===== config.mk =====
export PLATFORM = sky130hd
export DESIGN_NAME = dmem_ctrl_flat
export DESIGN_NICKNAME = d
export VERILOG_FILES = /design/src/rtl/dmem_ctrl_pkg.sv /design/src/rtl/dmem_ctrl_if.sv /design/src/rtl/dmem_ctrl_load_extend.sv /design/src/rtl/dmem_ctrl.sv /design/src/flat_wrapper.sv
export SDC_FILE = /design/constraint.sdc
export NUM_CORES = 1
export LEC_CHECK = 0
export BUFFER_PORTS_ARGS = -buffer_cell sky130_fd_sc_hd__buf_4
export CAP_MARGIN = 20
export CORE_UTILIZATION = 25
export CTS_BUF_LIST = sky130_fd_sc_hd__clkbuf_16
export DETAILED_ROUTE_END_ITERATION = 10
export PLACE_DENSITY = 0.43
export SYNTH_ARGS = -nofsm -noshare
export SYNTH_HDL_FRONTEND = slang
export SYNTH_HIERARCHICAL = 1
export SYNTH_SLANG_ARGS = --single-unit

===== constraint.sdc =====
create_clock -name clk -period 5 [get_ports clk]
set_input_delay 0.75 -clock clk [delete_from_list [all_inputs] [get_ports clk]]
set_output_delay 0.75 -clock clk [all_outputs]
set_load 0.05 [all_outputs]

===== src/rtl/dmem_ctrl_pkg.sv =====
// Shared definitions for the data-memory controller: access size codes,
// FSM state encoding and small lane/legality helpers.
package dmem_ctrl_pkg;

    // Load size/sign codes (funct3)
    localparam logic [2:0] F3_LB  = 3'b000;
    localparam logic [2:0] F3_LH  = 3'b001;
    localparam logic [2:0] F3_LW  = 3'b010;
    localparam logic [2:0] F3_LBU = 3'b100;
    localparam logic [2:0] F3_LHU = 3'b101;

    // Store size codes (funct3)
    localparam logic [2:0] F3_SB  = 3'b000;
    localparam logic [2:0] F3_SH  = 3'b001;
    localparam logic [2:0] F3_SW  = 3'b010;

    typedef enum logic [1:0] {
        DMEM_IDLE = 2'd0,
        DMEM_BUSY = 2'd1,
        DMEM_DONE = 2'd2,
        DMEM_ERR  = 2'd3
    } dmem_state_e;

    // True when the size code exists for the access direction and the byte
    // offset is naturally aligned for that size.
    function automatic logic access_legal(input logic       is_store,
                                          input logic [2:0] f3,
                                          input logic [1:0] off);
        logic code_ok;
        logic align_ok;
        if (is_store) begin
            code_ok = (f3 == F3_SB) || (f3 == F3_SH) || (f3 == F3_SW);
        end else begin
            code_ok = (f3 == F3_LB) || (f3 == F3_LH) || (f3 == F3_LW) ||
                      (f3 == F3_LBU) || (f3 == F3_LHU);
        end
        case (f3[1:0])
            2'b10:   align_ok = (off == 2'b00);
            2'b01:   align_ok = ~off[0];
            default: align_ok = 1'b1;
        endcase
        return code_ok && align_ok;
    endfunction

    // Byte lanes touched by an access of the given size at the given offset.
    function automatic logic [3:0] lane_be(input logic [2:0] f3,
                                           input logic [1:0] off);
        logic [3:0] be;
        case (f3[1:0])
            2'b00:   be = 4'b0001 << off;
            2'b01:   be = off[1] ? 4'b1100 : 4'b0011;
            default: be = 4'b1111;
        endcase
        return be;
    endfunction

    // Store data replicated across every lane so the enabled lanes carry it.
    function automatic logic [31:0] lane_wdata(input logic [2:0]  f3,
                                               input logic [31:0] wdata);
        logic [31:0] d;
        case (f3[1:0])
            2'b00:   d = {4{wdata[7:0]}};
            2'b01:   d = {2{wdata[15:0]}};
            default: d = wdata;
        endcase
        return d;
    endfunction

endpackage


===== src/rtl/dmem_ctrl_if.sv =====
// Bus bundle between the core's load/store stage, the controller and the
// word-wide backing memory.
//
// Handshakes: the core raises memRead/memWrite with funct3/addr/wdata and
// must hold them stable while stall=1; the access is complete on the first
// cycle with stall=0. Toward memory, mem_req plus the mem_* command stay
// stable until the single-cycle mem_ack arrives (mem_rdata valid with it).
interface dmem_ctrl_if #(
    parameter int ADDR_W = 10
);
    logic              memRead;
    logic              memWrite;
    logic [2:0]        funct3;
    logic [31:0]       addr;
    logic [31:0]       wdata;
    logic [31:0]       rdata;
    logic              stall;
    logic              mem_err;
    logic              mem_req;
    logic              mem_we;
    logic [ADDR_W-1:0] mem_addr;
    logic [3:0]        mem_be;
    logic [31:0]       mem_wdata;
    logic              mem_ack;
    logic [31:0]       mem_rdata;

    // Controller side
    modport slave (
        input  memRead, memWrite, funct3, addr, wdata, mem_ack, mem_rdata,
        output rdata, stall, mem_err, mem_req, mem_we, mem_addr, mem_be, mem_wdata
    );

    // Core + memory environment side
    modport master (
        output memRead, memWrite, funct3, addr, wdata, mem_ack, mem_rdata,
        input  rdata, stall, mem_err, mem_req, mem_we, mem_addr, mem_be, mem_wdata
    );
endinterface


===== src/rtl/dmem_ctrl_load_extend.sv =====
// Extracts a byte/half/word from a memory word at a byte offset and sign- or
// zero-extends it according to funct3. Purely combinational.
module dmem_ctrl_load_extend
    import dmem_ctrl_pkg::*;
(
    input  logic [31:0] i_word,
    input  logic [1:0]  i_offset,
    input  logic [2:0]  i_funct3,
    output logic [31:0] o_data
);
    logic [31:0] w_shifted;

    // Align the addressed lane down to bit 0, then extend by size and sign
    always_comb begin
        w_shifted = i_word >> {i_offset, 3'b000};
        case (i_funct3[1:0])
            2'b00:   o_data = i_funct3[2] ? {24'b0, w_shifted[7:0]}
                                          : {{24{w_shifted[7]}}, w_shifted[7:0]};
            2'b01:   o_data = i_funct3[2] ? {16'b0, w_shifted[15:0]}
                                          : {{16{w_shifted[15]}}, w_shifted[15:0]};
            default: o_data = w_shifted;
        endcase
    end
endmodule


===== src/rtl/dmem_ctrl.sv =====
// Data-memory controller: one load/store per request, word-wide memory
// req/ack handshake, extended load data, pipeline stall and error pulse.
module dmem_ctrl
    import dmem_ctrl_pkg::*;
#(
    parameter int ADDR_W  = 10,
    parameter int TIMEOUT = 255
) (
    input  logic        clk,
    input  logic        rst_n,
    dmem_ctrl_if.slave  bus,
    output logic [1:0]  o_dbg_state
);
    // Counter only has to reach TIMEOUT-1
    localparam int CNT_W = (TIMEOUT > 2) ? $clog2(TIMEOUT) : 1;
    localparam logic [CNT_W-1:0] TO_LAST = CNT_W'((TIMEOUT > 0) ? TIMEOUT - 1 : 0);

    dmem_state_e       r_state;
    dmem_state_e       w_next;
    logic              w_req;
    logic              w_is_store;
    logic              w_legal;
    logic              w_stall;
    logic              w_accept;
    logic              w_done;
    logic              w_timeout;
    logic [31:0]       w_ext;

    logic [CNT_W-1:0]  r_cnt;
    logic [2:0]        r_funct3;
    logic [1:0]        r_offset;
    logic              r_mem_req;
    logic              r_mem_we;
    logic [ADDR_W-1:0] r_mem_addr;
    logic [3:0]        r_mem_be;
    logic [31:0]       r_mem_wdata;
    logic [31:0]       r_rdata;

    // A simultaneous read and write request is treated as a store
    assign w_req      = bus.memRead | bus.memWrite;
    assign w_is_store = bus.memWrite;
    assign w_legal    = access_legal(w_is_store, bus.funct3, bus.addr[1:0]);

    dmem_ctrl_load_extend u_load_extend (
        .i_word   (bus.mem_rdata),
        .i_offset (r_offset),
        .i_funct3 (r_funct3),
        .o_data   (w_ext)
    );

    // State register
    always_ff @(posedge clk or negedge rst_n) begin
        if (!rst_n) begin
            r_state <= DMEM_IDLE;
        end else begin
            r_state <= w_next;
        end
    end

    // Next state, stall and datapath strobes
    always_comb begin
        w_next    = r_state;
        w_stall   = 1'b0;
        w_accept  = 1'b0;
        w_done    = 1'b0;
        w_timeout = 1'b0;
        case (r_state)
            DMEM_IDLE: begin
                if (w_req) begin
                    w_stall = 1'b1;
                    if (w_legal) begin
                        w_accept = 1'b1;
                        w_next   = DMEM_BUSY;
                    end else begin
                        w_next   = DMEM_ERR;
                    end
                end
            end
            DMEM_BUSY: begin
                w_stall = 1'b1;
                // An ack arriving on the final allowed cycle still completes
                if (bus.mem_ack) begin
                    w_done = 1'b1;
                    w_next = DMEM_DONE;
                end else if ((TIMEOUT != 0) && (r_cnt == TO_LAST)) begin
                    w_timeout = 1'b1;
                    w_next    = DMEM_ERR;
                end
            end
            // DONE and ERR always return to IDLE so the still-present request
            // of the completing instruction cannot start a second access
            DMEM_DONE: w_next = DMEM_IDLE;
            DMEM_ERR:  w_next = DMEM_IDLE;
            default:   w_next = DMEM_IDLE;
        endcase
    end

    // Memory command: captured on accept, held for the whole BUSY phase
    always_ff @(posedge clk or negedge rst_n) begin
        if (!rst_n) begin
            r_mem_req   <= 1'b0;
            r_mem_we    <= 1'b0;
            r_mem_addr  <= '0;
            r_mem_be    <= '0;
            r_mem_wdata <= '0;
            r_funct3    <= '0;
            r_offset    <= '0;
        end else if (w_accept) begin
            r_mem_req   <= 1'b1;
            r_mem_we    <= w_is_store;
            r_mem_addr  <= bus.addr[ADDR_W+1:2];
            r_mem_be    <= lane_be(bus.funct3, bus.addr[1:0]);
            r_mem_wdata <= lane_wdata(bus.funct3, bus.wdata);
            r_funct3    <= bus.funct3;
            r_offset    <= bus.addr[1:0];
        end else if (w_done || w_timeout) begin
            r_mem_req   <= 1'b0;
        end
    end

    // Load result: extended word on completion, zero for stores and errors
    always_ff @(posedge clk or negedge rst_n) begin
        if (!rst_n) begin
            r_rdata <= '0;
        end else if (w_done) begin
            r_rdata <= r_mem_we ? 32'h0 : w_ext;
        end else if (w_next == DMEM_ERR) begin
            r_rdata <= '0;
        end
    end

    // Wait-cycle counter, restarted whenever BUSY is not waiting
    always_ff @(posedge clk or negedge rst_n) begin
        if (!rst_n) begin
            r_cnt <= '0;
        end else if ((r_state == DMEM_BUSY) && !bus.mem_ack) begin
            r_cnt <= r_cnt + 1'b1;
        end else begin
            r_cnt <= '0;
        end
    end

    assign bus.rdata     = r_rdata;
    assign bus.stall     = w_stall;
    assign bus.mem_err   = (r_state == DMEM_ERR);
    assign bus.mem_req   = r_mem_req;
    assign bus.mem_we    = r_mem_we;
    assign bus.mem_addr  = r_mem_addr;
    assign bus.mem_be    = r_mem_be;
    assign bus.mem_wdata = r_mem_wdata;
    assign o_dbg_state   = r_state;

endmodule


===== src/flat_wrapper.sv =====
// flat-port wrapper written by rule: the top's interface ports become plain ports
module dmem_ctrl_flat import dmem_ctrl_pkg::*;
#(
    parameter int ADDR_W  = 10,
    parameter int TIMEOUT = 255
)
  (clk, rst_n, o_dbg_state, bus_memRead, bus_memWrite, bus_funct3, bus_addr, bus_wdata, bus_mem_ack, bus_mem_rdata, bus_rdata, bus_stall, bus_mem_err, bus_mem_req, bus_mem_we, bus_mem_addr, bus_mem_be, bus_mem_wdata);
  dmem_ctrl_if #(.ADDR_W(ADDR_W)) bus_i ();
  input  logic clk;
  input  logic rst_n;
  output logic [1:0] o_dbg_state;
  input wire logic [$bits(bus_i.memRead)-1:0] bus_memRead;
  input wire logic [$bits(bus_i.memWrite)-1:0] bus_memWrite;
  input wire logic [$bits(bus_i.funct3)-1:0] bus_funct3;
  input wire logic [$bits(bus_i.addr)-1:0] bus_addr;
  input wire logic [$bits(bus_i.wdata)-1:0] bus_wdata;
  input wire logic [$bits(bus_i.mem_ack)-1:0] bus_mem_ack;
  input wire logic [$bits(bus_i.mem_rdata)-1:0] bus_mem_rdata;
  output wire logic [$bits(bus_i.rdata)-1:0] bus_rdata;
  output wire logic [$bits(bus_i.stall)-1:0] bus_stall;
  output wire logic [$bits(bus_i.mem_err)-1:0] bus_mem_err;
  output wire logic [$bits(bus_i.mem_req)-1:0] bus_mem_req;
  output wire logic [$bits(bus_i.mem_we)-1:0] bus_mem_we;
  output wire logic [$bits(bus_i.mem_addr)-1:0] bus_mem_addr;
  output wire logic [$bits(bus_i.mem_be)-1:0] bus_mem_be;
  output wire logic [$bits(bus_i.mem_wdata)-1:0] bus_mem_wdata;
  assign bus_i.memRead = bus_memRead;
  assign bus_i.memWrite = bus_memWrite;
  assign bus_i.funct3 = bus_funct3;
  assign bus_i.addr = bus_addr;
  assign bus_i.wdata = bus_wdata;
  assign bus_i.mem_ack = bus_mem_ack;
  assign bus_i.mem_rdata = bus_mem_rdata;
  assign bus_rdata = bus_i.rdata;
  assign bus_stall = bus_i.stall;
  assign bus_mem_err = bus_i.mem_err;
  assign bus_mem_req = bus_i.mem_req;
  assign bus_mem_we = bus_i.mem_we;
  assign bus_mem_addr = bus_i.mem_addr;
  assign bus_mem_be = bus_i.mem_be;
  assign bus_mem_wdata = bus_i.mem_wdata;
  dmem_ctrl #(.ADDR_W(ADDR_W), .TIMEOUT(TIMEOUT)) u_core (.clk(clk), .rst_n(rst_n), .bus(bus_i), .o_dbg_state(o_dbg_state));
endmodule

==> impl_metrics.csv, run 1 <==
group,metric,value,unit
die,io_pins,188,
worst_setup_path,cp.arrival,3.35,ns
pwr,power_density,732.7,nW/um2
synth,yosys_warnings,6,
routing,dr.pass1.iters,4,
global_route,overflow,0,
worst_setup_path,worst-path-max-fanout,34,
routing,vias,3857,
timing,fmax,319.7,MHz
global_route,grt_pass1_wl,22580,um
timing,worstMarginPinSlew,1.044,ns
clock_network,clk_path_buf_depth,2,
final_layout,final_area,6815,um2
global_route,antenna_found_initial,0,
synth,synth_cell_types,44,
die,fp.dieW,143.9,um
clock_network,cts_hold_buf,0,
synth,synth_fp_nets,515,
pwr,report.power.total,4.994,mW
final_layout,antenna_cells,0,
clock_network,clk_pin_slew_worst_paths,0.07,ns
die,start_util,25.68,%
final_layout,layout_commonest_cell,"buf_4",
worst_setup_path,cp.required,5.23,ns
timing,fin_setup_tns,0,ns
placed_design,gp_congestion,0.7754,
placed_design,io_buffer_count,167,
clock_network,post_cts_resized,0,
synth,synthFlopType,"dfrtp_1",
worst_setup_path,path_class,"in2reg",
timing,hold_viol,0,
synth,async_reset_ff_share,100.0,%
timing,hold_ws,0.4314,ns
routing,wl,14690,um
timing,finClkSkew,0.006340,ns
timing,drv_slew,0,
run,max-cap-violations,0,
clock_network,post_cts_buffers,0,
synth,synth_area,5031,um2
global_route,grt_max_degree,50,
synth,synth_edf_count,0,
worst_setup_path,critPathCaptureType,"flip-flop",
final_layout,area_growth,35.46,%
global_route,grt.total_usage,14.47,%
status,status,"complete, no violations",
placed_design,dp_hpwl,10460,um
die,core,19590,um2
placed_design,post_dp_cell_area,6501,um2
routing,drc,0,
timing,setup_viol,0,
synth,ys_seq_elements,95,
routing,drtIter0Drc,166,
final_layout,nets,667,
routing,postRouteAntennaNets,0,
clock_network,cts_max_level,3,
clock_network,tritoncts,"built",
synth,postSynthAreaPerCell,12.39,um2
worst_setup_path,setup.worst_path.start_class,"input port",
worst_hold_path,hold_path_class,"in2async",
timing,period_needed,3.128,ns
final_layout,layout-drive-gt1-share,45.83,%
final_layout,layout_common_cells,"173 x buf_4, 95 x dfrtp_1, 51 x mux2_4, 32 x a32o_1, 22 x a21oi_1",
clock_network,cts_root_buf,"clkbuf_16",
timing,period_share,62.56,%
routing,wire_per_inst,17.74,um
timing,rsz0062_at_grt,"no",
synth,yosysSeqAreaShare,47.25,%
pwr,ir_drop,0.0003196,V
global_route,first_global_vias,3901,
die,rows,51,
synth,synth_cells,406,
die,dieArea,20700,um2
timing,relSlewSlack,30.41,%
clock_network,clkSinkCount,95,
die,die_h,143.9,um
pwr,p_leak,3.335,nW
clock_network,insertion_delay,0.35,ns
final_layout,fillers,1939,
clock_network,numCtsBuffers,9,
routing,vias_per_cell,4.658,
-- final cells by class --
cell class | count | area [um2] | share of cell area (%)
multi-input combinational | 273 | 2455 | 36.02
sequential | 95 | 2377 | 34.88
timing repair buffer | 174 | 1319 | 19.35
tap | 265 | 331.6 | 4.865
clock buffer | 9 | 225.2 | 3.305
clock inverter | 7 | 88.84 | 1.303
inverter | 5 | 18.77 | 0.2754
-- flip-flops by register name (all words and copies together), names as in the netlist --
signal	flops
u_core/bus.mem_addr	10
u_core/bus.mem_be	4
u_core/bus.mem_req	1
u_core/bus.mem_wdata	32
u_core/bus.mem_we	1
u_core/bus.rdata	32
u_core/o_dbg_state	2
u_core/r_cnt	8
u_core/r_funct3	3
u_core/r_offset	2
-- synth_stat cells, types with 2 or more instances --
library cell	number	share of area [%]
buf_4	4	0.60
buf_2	3	0.30
or3b_1	2	0.35
o22ai_1	10	1.2
a211oi_1	7	1.0
mux2_1	11	2.5
a21oi_1	22	2.2
nor3_1	2	0.20
dfrtp_1	95	47
buf_6	7	1.6
a22o_1	9	1.6
mux2i_1	16	3.2
buf_1	2	0.15
nor2_1	16	1.2
nand2b_1	4	0.50
mux2_4	51	15
a22oi_1	8	1.2
xnor2_1	2	0.35
ha_1	5	1.2
nand3_1	3	0.30
clkbuf_1	17	1.3
or2_2	9	1.1
xor2_1	5	0.87
o21ai_0	4	0.40
nor2b_1	10	1.2
a32o_1	32	6.4
o2bb2ai_1	8	1.4
inv_1	5	0.37
nand2_1	21	1.6
nor2_4	2	0.45
-- final timing paths --
kind | slack, ns | start | cells after the start | endpoint
max in group asynchronous | 3.48 | rst_n | 2 | u_core/bus.rdata[8]
worst min register to register | 0.48 | u_core/bus.mem_req | 2 | u_core/bus.mem_req
min in group clk | 0.48 | u_core/bus.mem_req | 2 | u_core/bus.mem_req
worst max-delay path | 1.87 | bus_funct3[1] | 8 | u_core/bus.mem_wdata[7]
worst min-delay path | 0.43 | rst_n | 1 | u_core/o_dbg_state[1]
worst max register to register | 2.62 | u_core/o_dbg_state[1] | 4 | u_core/bus.mem_wdata[7]
-- cells by family (layout without fill, tap and decap cells) --
logic type	after synthesis	in the layout	synth area share [%]
compound gates	105	105	16.84
xor+xnor	7	7	1.219
fa+ha+maj	5	5	1.243
buf+inv	38	195	4.253
flops	95	95	47.25
mux	79	79	21.09
simple gates	77	77	8.108
-- through the flow --
step                std cells  util, %  worst slack [ns]
floorplan                 406        -             2.582
global placement          812    33.19             1.521
detailed placement        812    33.19             1.483
CTS                       828    34.79             1.850
global route              828    34.79             1.718
finish                    828    34.79             1.872
-- layer usage --
metal  track usage (%)  vias up  share of wire [%]
met1             18.67     1868                 45
met2             22.40      155                 45
li1                  -     1818                  -
met5                 0        -                  0
met3             4.798       16                8.4
met4             5.207        0                1.5
-- power by group --
part           leakage [nW]  internal [mW]  switching, mW
logic                  1.97           1.06           1.83
registers              1.21           1.09          0.262
clock network         0.158          0.436          0.310
-- critical path, cell delays in order --
cell,delay [ns]
buf_4,0.12
inv_1,0.07
ha_1,0.60
nor2_4,0.25
a22o_1,0.30
or3b_4,0.65
buf_12,0.28
mux2_4,0.31
Power figures use the tool's default switching activity.
==> inputs of run 2 (changes only) <==
--- a/config.mk
+++ b/config.mk
@@ -5,6 +5,7 @@
 export SDC_FILE = /design/constraint.sdc
 export NUM_CORES = 1
 export LEC_CHECK = 0
+export ABC_AREA = 1
 export BUFFER_PORTS_ARGS = -buffer_cell sky130_fd_sc_hd__buf_4
 export CAP_MARGIN = 20
 export CORE_UTILIZATION = 25
==> constraint.sdc (replaced) <==
create_clock -name clk -period 3 [get_ports clk]
set_input_delay 0.45 -clock clk [delete_from_list [all_inputs] [get_ports clk]]
set_output_delay 0.45 -clock clk [all_outputs]
set_load 0.05 [all_outputs]
==> run 2 against run 1 <==
Against the previous run: sequential cell count stayed put; clock power is 47% higher; largest cell class is now sequential cells; routed wire length is 8.0% higher; total power is 66% higher; via count is 25% higher.
==> impl_metrics.csv, run 2 <==
group,metric,value,unit
placed_design,io_buffer_count,167,
clock_network,tritoncts,"built",
run,max-cap-violations,0,
global_route,antenna_found_initial,0,
synth,synth_cells,667,
synth,postSynthAreaPerCell,7.704,um2
global_route,overflow,0,
placed_design,placedCellCount,1078,
synth,yosys_warnings,6,
final_layout,antenna_cells,0,
worst_setup_path,slowest_stage,"buf_4",
final_layout,final_area,6867,um2
clock_network,cts_hold_buf,0,
worst_setup_path,path_class,"in2reg",
final_layout,layout_commonest_cell,"nand2_1",
synth,synthFlopType,"dfrtp_1",
final_layout,layout-drive-gt1-share,29.73,%
timing,rsz0062_at_grt,"no",
final_layout,nets,928,
clock_network,post_cts_buffers,0,
placed_design,post_dp_cell_area,6584,um2
timing,relSlewSlack,36.71,%
clock_network,insertion_delay,0.35,ns
timing,fin_ws,0.9462,ns
worst_setup_path,cp.required,3.19,ns
die,start_util,25.48,%
routing,vias_per_cell,4.392,
die,core,20170,um2
synth,ys_top_cells_by_count,"284 x nand2_1, 95 x dfrtp_1, 63 x nand3_1",
global_route,grt_pass1_wl,26100,um
pwr,p_leak,3.747,nW
global_route,grt.total_usage,15.59,%
worst_setup_path,cp.arrival,2.24,ns
synth,yosys.area.top_type,"dfrtp_1",
synth,synth_edf_count,0,
final_layout,fillers,2281,
routing,wire_per_inst,14.50,um
worst_setup_path,setup.worst_path.start_class,"input port",
routing,wl,15860,um
clock_network,clkSinkCount,95,
global_route,first_global_vias,4900,
synth,synth.area.top_cells,"dfrtp_1 46%, nand2_1 21%, nand3_1 6.1%",
timing,hold_viol,0,
synth,synth_area,5139,um2
clock_network,clk_pin_slew_worst_paths,0.07,ns
routing,drtIter0Drc,285,
synth,async_reset_ff_share,100.0,%
synth,synth_fp_nets,776,
status,status,"complete, no violations",
placed_design,dp_hpwl,11350,um
global_route,grt_max_degree,85,
die,die_h,145.4,um
timing,worstMarginPinSlew,0.9493,ns
final_layout,layout_common_cells,"284 x nand2_1, 179 x buf_4, 95 x dfrtp_1, 63 x nand3_1",
synth,synth_cell_types,31,
timing,period_needed,2.054,ns
clock_network,clk_path_buf_depth,2,
worst_setup_path,crit_chain,"buf_4 -> inv_1 -> ha_1 -> nor2_4 -> inv_2 -> nand2_1 -> nand2_1 -> nand3_4 -> buf_4 -> o21ai_0",
synth,ys_seq_elements,95,
timing,period_share,68.46,%
timing,finClkSkew,0.01404,ns
pwr,power_density,1207,nW/um2
timing,drv_slew,0,
worst_setup_path,slowest_delay,0.71,ns
worst_setup_path,critPathCaptureType,"flip-flop",
routing,postRouteAntennaNets,0,
final_layout,final_cells,1094,
die,dieArea,21130,um2
placed_design,place_ws,0.5707,ns
timing,hold_ws,0.1508,ns
pwr,ir_drop,0.0005577,V
routing,drc,0,
pwr,report.power.total,8.287,mW
die,io_pins,188,
synth,synth.most_common_cell,"nand2_1",
timing,fmax,486.9,MHz
worst_setup_path,worst-path-max-fanout,84,
placed_design,gp_congestion,0.8154,
clock_network,cts_max_level,3,
timing,setup_viol,0,
routing,dr.pass1.iters,4,
synth,yosysSeqAreaShare,46.26,%
die,fp.dieW,145.4,um
die,rows,52,
routing,vias,4805,
final_layout,fin_util,34.04,%
final_layout,area_growth,33.63,%
clock_network,cts_root_buf,"clkbuf_16",
timing,fin_setup_tns,0,ns
synth,synth_top_area_share,46.26,%
worst_hold_path,hold_path_class,"in2async",
clock_network,numCtsBuffers,9,
clock_network,post_cts_resized,0,
run 2: report_power, final:
part	switching [mW]	total [mW]	internal (mW)
clock network	0.533	1.10	0.571
logic	3.49	4.95	1.46
registers	0.389	2.23	1.85
run 2: kinds of logic after synthesis:
group	after synthesis	share of synthesized area [%]
simple gates	400	33.94
fa+ha+maj	5	1.217
flops	95	46.26
buf+inv	75	7.889
compound gates	92	10.69
run 2: path summary, 6_finish.rpt:
path	from	cells past startpoint	slack, ns	endpoint
worst min-delay path	rst_n	1	0.15	u_core/bus.rdata[1]
worst max register to register	u_core/r_offset[0]	8	1.06	u_core/bus.rdata[30]
worst max-delay path	bus_funct3[1]	10	0.95	u_core/bus.mem_wdata[8]
worst min register to register	u_core/bus.mem_wdata[14]	2	0.49	u_core/bus.mem_wdata[14]
max in group asynchronous	rst_n	2	2.16	u_core/r_cnt[3]
min in group clk	bus_addr[8]	3	0.29	u_core/bus.mem_addr[6]
run 2: cell type report:
cell class / instances / area (um2) / area share [%]
sequential: 95 / 2377 / 34.62
multi-input combinational: 497 / 2370 / 34.51
timing repair buffer: 180 / 1364 / 19.86
tap: 270 / 337.8 / 4.920
clock buffer: 9 / 225.2 / 3.280
inverter: 36 / 135.1 / 1.968
clock inverter: 7 / 57.56 / 0.8382
run 2: metal layers:
layer | vias to the layer above | wire (um) | part of all wire [%] | track usage [%]
met3 | 2 | 1472 | 9.3 | 6.176
met2 | 143 | 7271 | 46 | 24.54
met5 | - | 0 | 0 | 0
met4 | 0 | 48 | 0.30 | 3.316
met1 | 2226 | 7068 | 45 | 20.15
li1 | 2434 | - | - | -
run 2: critical path: cells and delay by family:
kind,cells,cell delay [ns]
fa+ha+maj,1,0.27
buf+inv,4,0.92
compound gates,1,0.18
simple gates,4,0.35
==> inputs of run 3 (changes only) <==
==> constraint.sdc (replaced) <==
create_clock -name clk -period 1.9 [get_ports clk]
set_input_delay 0.285 -clock clk [delete_from_list [all_inputs] [get_ports clk]]
set_output_delay 0.285 -clock clk [all_outputs]
set_load 0.05 [all_outputs]
==> run 3 against run 2 <==
Against the previous run: the run now ends with hold timing left; routed wire length increased by 0.39%; combinational power up 62%; clock skew fell by 0.0078 ns; non-clock buffer count is 8 higher; total power is 61% higher; cell count increased by 0.73%; sequential power increased by 57%; final area grew 1.9%; sequential cell count unchanged; register-to-register slack worse by 0.84 ns; die area unchanged; critical path type is now reg2out.
==> impl_metrics.csv, run 3 (same netlist as run 2, synthesis figures left out) <==
group,metric,value,unit
timing,relSlewSlack,62.51,%
final_layout,fillers,2223,
clock_network,cts_root_buf,"clkbuf_16",
worst_setup_path,setup.worst_path.start_class,"flip-flop",
worst_setup_path,crit_start,"u_core/o_dbg_state[1]",
timing,fin_setup_tns,0,ns
worst_setup_path,crit_cells,5,
worst_setup_path,slowest_stage,"dfrtp_1",
global_route,first_global_vias,4722,
worst_setup_path,endpoint,"bus_stall",
die,die_h,145.4,um
worst_setup_path,r2r_setup_slack,0.22,ns
worst_setup_path,cp.arrival,1.44,ns
placed_design,io_buffer_count,167,
global_route,antenna_found_initial,0,
clock_network,clkSinkCount,95,
worst_setup_path,timing.rr.end,"u_core/bus.mem_be[0]",
clock_network,clk_pin_slew_worst_paths,0.07,ns
die,rows,52,
worst_hold_path,hold_path_class,"in2async",
pwr,power_density,1902,nW/um2
final_layout,antenna_cells,0,
timing,finClkSkew,0.006213,ns
worst_setup_path,crit_buf_inv,2,
routing,dr.pass1.iters,4,
pwr,p_leak,3.815,nW
status,violations,"hold timing",
global_route,overflow,0,
timing,fmax,581.3,MHz
clock_network,numCtsBuffers,9,
worst_setup_path,reg2reg_depth,8,
worst_setup_path,cp.required,1.62,ns
clock_network,clk_path_buf_depth,2,
worst_setup_path,r2r-start,"u_core/o_dbg_state[1]",
timing,period_needed,1.720,ns
die,start_util,25.48,%
final_layout,layout_common_cells,"284 x nand2_1, 181 x buf_4, 95 x dfrtp_1, 63 x nand3_1",
run,max-cap-violations,0,
die,fp.dieW,145.4,um
clock_network,insertion_delay,0.35,ns
die,core,20170,um2
routing,vias_per_cell,4.376,
timing,rsz0062_at_grt,"no",
routing,drc,0,
routing,wire_per_inst,14.45,um
final_layout,fin_util,34.68,%
final_layout,nets,936,
timing,hold_ws,-0.01454,ns
global_route,grt.total_usage,15.39,%
worst_setup_path,path_class,"reg2out",
final_layout,area_growth,36.11,%
final_layout,layout-drive-gt1-share,30.41,%
worst_setup_path,crit_chain,"or2_1 -> nor2_4 -> inv_1 -> nand2_1 -> buf_6",
routing,postRouteAntennaNets,0,
placed_design,gp_congestion,0.7906,
routing,drtIter0Drc,217,
pwr,ir_drop,0.0008014,V
routing,vias,4822,
worst_setup_path,slowest_delay,0.42,ns
timing,period_share,90.53,%
clock_network,tritoncts,"built",
global_route,grt_pass1_wl,25590,um
worst_setup_path,critPathCaptureType,"primary output",
timing,setup_viol,0,
timing,worstMarginPinSlew,0.5623,ns
timing,hold_viol,5,
placed_design,dp_hpwl,11330,um
final_layout,layout_commonest_cell,"nand2_1",
clock_network,cts_max_level,3,
timing,drv_slew,0,
routing,wl,15920,um
die,dieArea,21130,um2
global_route,grt_max_degree,96,
die,io_pins,188,
worst_setup_path,crit_family,"simple AND/OR/NAND/NOR gates",
worst_setup_path,worst-path-max-fanout,4,
status,status,"finished, violations left",
run 3: cell types whose count changed in the layout (fill, tap and decap cells not counted), sizes merged:
cell	previous run	this run
inv	38	39
buf	180	188
clkinvlp	2	1
run 3: power by group:
part / switching, mW / internal, mW
Combinational: 5.59 / 2.46
Clock: 0.853 / 0.903
Sequential: 0.586 / 2.91
Total: 7.03 / 6.27
run 3: worst min-delay path by stage:
stage	startpoint	endpoint	slack, ns	cells after the start
final	rst_n	u_core/bus.rdata[5]	-0.01	2
after global routing	rst_n	u_core/bus.rdata[5]	0.04	2
after CTS	rst_n	u_core/bus.rdata[5]	0.02	2
after detailed placement	rst_n	u_core/bus.rdata[5]	0.40	2
after global placement	rst_n	u_core/bus.rdata[5]	0.40	2
after floorplan	rst_n	u_core/bus.mem_addr[0]	-0.01	0
run 3: per-stage QoR:
stage                     cell area [um2]  setup slack [ns]  hold slack [ns]  instances  power, mW
final                                6994            0.1799         -0.01454       1102      13.30
after global routing                 6994           0.03440          0.03528       1102      14.21
after CTS                            6983           0.06038          0.01834       1101      13.49
after detailed placement             6699           0.01167           0.3996       1085      11.64
after global placement               6699           0.03101           0.3985       1085      11.64
after floorplan                      5139            0.2229         -0.01059        667      9.204
run 3: cell type report:
type	instances	area (um2)	area share (%)
inverters	36	135.1	1.932
clock inverters	7	53.80	0.7692
well taps	270	337.8	4.830
clock buffers	9	225.2	3.220
flip-flops and latches	95	2377	33.99
repair buffers	188	1490	21.31
multi-input cells	497	2375	33.95
run 3: layer usage:
layer  wire, um  share of wire (%)  global-route usage [%]  vias up
met4         96               0.60                   2.684        0
met1       7226                 45                   20.01     2222
met5          0                  0                       0        -
met2       7173                 45                   24.04      143
li1           -                  -                       -     2450
met3       1426                9.0                   6.489        7
run 3: repair_timing:
item,in CTS,in global routing
endpoints found under the setup margin,1,1
buffers inserted,0,1
pin swaps,0,1
endpoints found under the hold margin,0,0
resized for setup,1,1
hold buffers,0,0
